**src/rtl/piso_tx_pkg.sv**
```systemverilog
// Shared definitions for the sipo/piso serial link family.
// State encoding and bit-order selector constants.
package piso_tx_pkg;

    typedef enum logic {
        IDLE  = 1'b0,
        SHIFT = 1'b1
    } state_e;

    localparam bit LSB_FIRST_SEL = 1'b0;
    localparam bit MSB_FIRST_SEL = 1'b1;

endpackage

```
**src/rtl/piso_tx.sv**
```systemverilog
// Parallel-in serial-out transmitter with a one-word holding buffer.
// Words stream back-to-back on sout/sen without idle cycles.
module piso_tx
    import piso_tx_pkg::*;
#(
    parameter int unsigned N         = 4,
    parameter bit          MSB_FIRST = MSB_FIRST_SEL
) (
    input  logic         clk,
    input  logic         rst,
    input  logic [N-1:0] din,
    input  logic         din_valid,
    output logic         din_ready,
    output logic         sout,
    output logic         sen,
    output logic         busy,
    output logic         word_done
);

    localparam int unsigned CW = $clog2(N);
    localparam logic [CW-1:0] LastCnt = CW'(N - 1);

    state_e         state_q, state_d;
    logic [N-1:0]   sreg_q, sreg_d;
    logic [N-1:0]   hbuf_q, hbuf_d;
    logic [CW-1:0]  cnt_q, cnt_d;
    logic           hvalid_q, hvalid_d;

    logic           accept;
    logic           last_bit;
    logic [N-1:0]   sreg_shifted;

    assign accept   = din_valid && !hvalid_q;
    assign last_bit = (state_q == SHIFT) && (cnt_q == LastCnt);

    // Shift toward the output end, filling with zero.
    assign sreg_shifted = MSB_FIRST ? {sreg_q[N-2:0], 1'b0} : {1'b0, sreg_q[N-1:1]};

    always_ff @(posedge clk or negedge rst) begin
        if (!rst) begin
            state_q  <= IDLE;
            sreg_q   <= '0;
            hbuf_q   <= '0;
            cnt_q    <= '0;
            hvalid_q <= 1'b0;
        end else begin
            state_q  <= state_d;
            sreg_q   <= sreg_d;
            hbuf_q   <= hbuf_d;
            cnt_q    <= cnt_d;
            hvalid_q <= hvalid_d;
        end
    end

    always_comb begin
        state_d  = state_q;
        sreg_d   = sreg_q;
        hbuf_d   = hbuf_q;
        cnt_d    = cnt_q;
        hvalid_d = hvalid_q;

        // Acceptance needs an empty buffer and transfer a full one, so they never collide.
        if (accept) begin
            hbuf_d   = din;
            hvalid_d = 1'b1;
        end

        unique case (state_q)
            IDLE: begin
                if (hvalid_q) begin
                    sreg_d   = hbuf_q;
                    hvalid_d = 1'b0;
                    cnt_d    = '0;
                    state_d  = SHIFT;
                end
            end
            SHIFT: begin
                if (last_bit) begin
                    cnt_d = '0;
                    if (hvalid_q) begin
                        sreg_d   = hbuf_q;
                        hvalid_d = 1'b0;
                    end else begin
                        sreg_d  = sreg_shifted;
                        state_d = IDLE;
                    end
                end else begin
                    sreg_d = sreg_shifted;
                    cnt_d  = cnt_q + CW'(1);
                end
            end
            default: state_d = IDLE;
        endcase
    end

    always_comb begin
        sen       = (state_q == SHIFT);
        sout      = 1'b0;
        if (sen) begin
            sout = MSB_FIRST ? sreg_q[N-1] : sreg_q[0];
        end
        word_done = last_bit;
        busy      = sen || hvalid_q;
        din_ready = rst && !hvalid_q;
    end

endmodule

```
**config.mk**
```make
export PLATFORM = sky130hd
export DESIGN_NAME = piso_tx
export DESIGN_NICKNAME = d
export VERILOG_FILES = /design/src/rtl/piso_tx_pkg.sv /design/src/rtl/piso_tx.sv
export SDC_FILE = /design/constraint.sdc
export NUM_CORES = 1
export LEC_CHECK = 0
export CELL_PAD_IN_SITES_DETAIL_PLACEMENT = 2
export CELL_PAD_IN_SITES_GLOBAL_PLACEMENT = 2
export CORE_MARGIN = 3
export CORE_UTILIZATION = 30
export DETAILED_ROUTE_END_ITERATION = 10
export PLACE_DENSITY_LB_ADDON = 0.1
export SLEW_MARGIN = 20
export SYNTH_ARGS = -nofsm -noshare
export SYNTH_HDL_FRONTEND = slang
export SYNTH_SLANG_ARGS = --single-unit
```
**constraint.sdc**
```tcl
create_clock -name clk -period 1.5 [get_ports clk]
set_clock_uncertainty 0.05 [all_clocks]
set_input_delay 0.3 -clock clk [delete_from_list [all_inputs] [get_ports clk]]
set_output_delay 0.3 -clock clk [all_outputs]
set_load 0.005 [all_outputs]
```
# ---- Word level (Yosys, flattened, before mapping)
# Index checks and enable logic that the tools add are counted.
dict set report word_totals {
  ff_bits 12
  in_bits 7
  word_cells 29
}
dict set report op_classes {
  add_sub_neg 1
  eq_ne 2
  n_mux 15
  n_bitwise 1
  n_reduce_logical 5
}
# op count
set op_table {}
lappend op_table {{4-bit 2-to-1 mux} 3}
lappend op_table {{4-bit one-hot mux with 2 select lines} 1}
lappend op_table {{1-bit 2-to-1 mux} 6}
lappend op_table {{2-bit 2-to-1 mux} 2}
lappend op_table {{1-bit one-hot mux with 2 select lines} 2}
lappend op_table {{2-bit one-hot mux with 2 select lines} 1}
lappend op_table {{1-bit logical AND} 3}
lappend op_table {{2-bit by 1-bit adder with 2-bit output (second input constant)} 1}
lappend op_table {{2-bit == test (second input constant)} 1}
lappend op_table {{2-bit != test (second input constant)} 1}
lappend op_table {{1-bit zero test} 1}
lappend op_table {{1-bit logical OR} 1}
lappend op_table {{1-bit NOT} 1}

# ---- Logic depth before layout (Yosys ltp)
dict set report depth {
  depth_word 6
  depth_mapped 4
  ltp_nobuf 4
}

# ---- Least setup slack after synthesis
# No wires, ideal clock.
dict set report synth_timing {
  path_type {register to register}
  start {register cnt_q[0]}
  end {register sreg_q[1]}
  t_arrival_ns 1.008
  t_required_ns 1.326
  path_slack_ns 0.318
  stages_incl_launch_ff 5
  path_buffers 0
  path_cell_list {dfrtp_1 > ha_1 > a21bo_2 > o22ai_1 > nor2_1}
}
dict set report synth_via {
  elab_chain_cells 4
}
# item line_no
set synth_lines {}
lappend synth_lines {{start, declared} piso_tx.sv:26} ;# logic [CW-1:0] cnt_q, cnt_d;
lappend synth_lines {{start signal, assigned} piso_tx.sv:50} ;# cnt_q <= cnt_d;
lappend synth_lines {{2-bit == test} piso_tx.sv:34} ;# assign last_bit = (state_q == SHIFT) && (cnt_q == LastCnt);
lappend synth_lines {{1-bit logical AND} piso_tx.sv:34}
lappend synth_lines {{4-bit 2-to-1 mux} piso_tx.sv:78} ;# if (last_bit) begin
lappend synth_lines {{4-bit one-hot mux with 2 select lines} piso_tx.sv:68} ;# unique case (state_q)
lappend synth_lines {{end signal, assigned} piso_tx.sv:48} ;# sreg_q <= sreg_d;
lappend synth_lines {{end, declared} piso_tx.sv:24} ;# logic [N-1:0] sreg_q, sreg_d;
# No other way between the ends.
# A chain may end at the register's enable or synchronous reset.

# ---- Final worst setup path
dict set report layout_timing {
  start {register state_q (netlist: sen)}
  end {output word_done}
}
dict set report layout_via {
  elab_chain_cells 1
}
# item line_no
set layout_lines {}
lappend layout_lines {{start, declared} piso_tx.sv:23} ;# state_e state_q, state_d;
lappend layout_lines {{start signal, assigned} piso_tx.sv:47} ;# state_q <= state_d;
lappend layout_lines {{1-bit logical AND} piso_tx.sv:34}
lappend layout_lines {{end, declared} piso_tx.sv:17} ;# output logic word_done
# No other way between the ends.

==> impl_metrics.tcl <==
set metrics [dict create \
    status "finished clean" \
    ir_worst_vdd_uv 886 \
    clk_pin_slew_ns 0.07 \
    diodes 0 \
    io_pins 12 \
    drt-pass1-iter-count 3 \
    start_util_pct 34.2 \
    grt_busiest_layer "met2" \
    worst_ep_required_time_ns 1.15 \
    crit_path_max_fanout 5 \
    maxCapViolations 0 \
    setup_slack_ns 0.0433 \
    dp.cells 88 \
    total_power_uw 1630 \
    cts_made_buffers 3 \
    drive_gt1_share_pct 37.8 \
    worst_pin_slew_ns 0.226 \
    power_density_nw_per_um2 1990 \
    fmaxAchievable_ghz 0.686 \
    postPlaceCellArea_sq_um 732 \
    synth_top_area_share_pct 54.5 \
    grt_pass1_wl_um 2500 \
    holdCritPathClass "primary input to asynchronous set/reset pin" \
    place_ws_ns -0.294 \
    synth.largest_area_cell "dfrtp_1" \
    final_cell_area_sq_um 821 \
    drc_errors 0 \
    synth_edf_count 0 \
    rsz0062_at_grt "yes" \
    cts_max_level 1 \
    grtUsageMet3_pct 4.59 \
    yosys_warnings 0 \
    timing.final.hold_violations 0 \
    synth_area_leaders "dfrtp_1, mux2_1, nor2b_1" \
    final_cells 98 \
    worst_skew_pair.late_latency_ns 0.27 \
    start_kind "flip-flop" \
    cts_tree "done" \
    drt-total-wl_um 1510 \
    die_area_sq_um 2380 \
    wl_per_cell_um 15.4 \
    period_share_pct 97.1 \
    netlist_instances 48 \
    area_growth_pct 49.1 \
    yosys_most_used_dff "dfrtp_1" \
    grt_max_degree 14 \
    antenna_found_initial 0 \
    fin_nets 84 \
    worstSetupPathType "flip-flop to output port" \
    clock_path_buffers 2 \
    clockRootBuffer "clkbuf_4" \
    core_area_sq_um 1610 \
    cts_sinks 12 \
    grt_remaining_overflow 0 \
    ys_types 20 \
    gr-usage-met1_pct 15.9 \
    period_minus_slack_ns 1.46 \
    end_kind "output port" \
    ant_nets 0 \
    die_y_um 48.8 \
    synth_area_sq_um 551 \
    post-dp-hpwl_um 1040 \
    viasPerCell 4.72 \
    portBuffers 11 \
    slew-limit-headroom_pct 84.9 \
    die_w_um 48.8 \
    syn_avg_cell_area_sq_um 11.5 \
    num_rows 14 \
    ys_seq_area_share_pct 54.5 \
    use_met2_pct 23.5 \
    drtIter0Drc 3 \
    setup-violations-final 0 \
    finalMaxSlewViolations 0 \
    grt_pass1_vias 533 \
    timing.hold.ws_ns 0.340 \
    hold_buffers 0 \
    power.leakage_uw 0.000374 \
    vias 463 \
    postSynth.asyncResetShare_pct 100 \
    ys_ff_latch 12 \
    syn_nets 56 \
    track_usage_pct 14.0 \
    arrival_ns 1.11 \
    globalplace.congestion 0.775 \
]
power by group:
part	switching [uW]	leakage [uW]	internal, uW	total (uW)
logic	354	0.000218	483	837
registers	114	0.000142	483	598
clock network	106	0.0000138	93.1	200
total	574	0.000374	1060	1630
final cells by class:
class	count	area [sq um]
sequential	12	302
inverter	2	7.51
timing repair buffer	25	201
clock buffer	3	22.5
multi-input combinational	32	258
fill	186	791
tap	24	30.0
sequential cells by signal (all words and copies together) (netlist names):
| name | cells |
|---|---|
| hbuf_q | 4 |
| sreg_q | 4 |
| hvalid_q | 1 |
| sen | 1 |
| cnt_q | 2 |
layer usage:
metal / vias up / share of wire (%)
met1: 224 / 42
li1: 222 / -
met3: 2 / 4.9
met2: 15 / 52
met4: 0 / 1.3
met5: - / 0
synthesized netlist by cell type (2+ instances only):
cell type   n
nor2b_1     4
and2_1      2
a211oi_1    3
nor2_1      5
mux2_1      4
dfrtp_1    12
o22ai_1     3
inv_1       2
a22o_1      2
repair_timing:
item                       CTS  global route
setup endpoints to repair    5             6
pin swaps                    1             1
resized for setup           13             8
buffers inserted             5             2
logic make-up (layout without fill, tap and decap cells):
group / after synthesis / in the layout / synth area share (%)
multiplexers: 5 / 5 / 10.0
AND/OR/NAND/NOR: 14 / 14 / 13.4
flip-flops: 12 / 12 / 54.5
buffers and inverters: 4 / 30 / 3.41
AO/OA/AOI/OAI: 12 / 12 / 16.4
adder cells (fa/ha/maj): 1 / 1 / 2.27
worst paths after layout:
kind	start	endpoint	slack (ns)	cells after the start
worst min-delay path	rst	cnt_q[0]$_DFFE_PN0P_	0.34	2
max in group asynchronous	rst	sen$_DFF_PN0_	0.88	2
worst max register to register	hvalid_q$_DFF_PN0_	hbuf_q[3]$_DFFE_PN0P_	0.05	4
worst max-delay path	sen$_DFF_PN0_	word_done	0.04	3
worst min register to register	sreg_q[1]$_DFFE_PN0P_	sreg_q[2]$_DFFE_PN0P_	0.47	2
min in group clk	sreg_q[1]$_DFFE_PN0P_	sreg_q[2]$_DFFE_PN0P_	0.47	2
critical path, cell delays in order (launching register included):
cell and delay [ns]:
dfrtp_2 0.45, buf_4 0.15, and2_1 0.13, clkbuf_2 0.11
stage by stage:
stage	util, %	TNS (ns)
after global placement	45.4	-0.504
after detailed placement	45.4	-0.740
after CTS	49.3	-0.139
after floorplan	-	0
after global routing	50.9	-0.0521
final	50.9	0
cells in the final DEF (no fill, tap or decap):
master and instances:
buf_4 13, dfrtp_1 11, clkdlybuf4s50_1 6, nor2b_1 4, nor2_1 4, a211oi_1 3, o22ai_1 3, mux2_4 3
clkbuf_4 3, and2_1 2, inv_1 2, a22o_1 2, clkbuf_2 2, dlygate4sd2_1 2, nor2_4 1, nor2b_4 1
a31o_1 1, a21o_1 1, nand2_1 1, a21bo_2 1, mux2_1 1, mux2i_1 1, nand3_1 1, o21ai_1 1
ha_2 1, buf_2 1, buf_6 1, dfrtp_2 1
(Power assumes the default switching activity.)
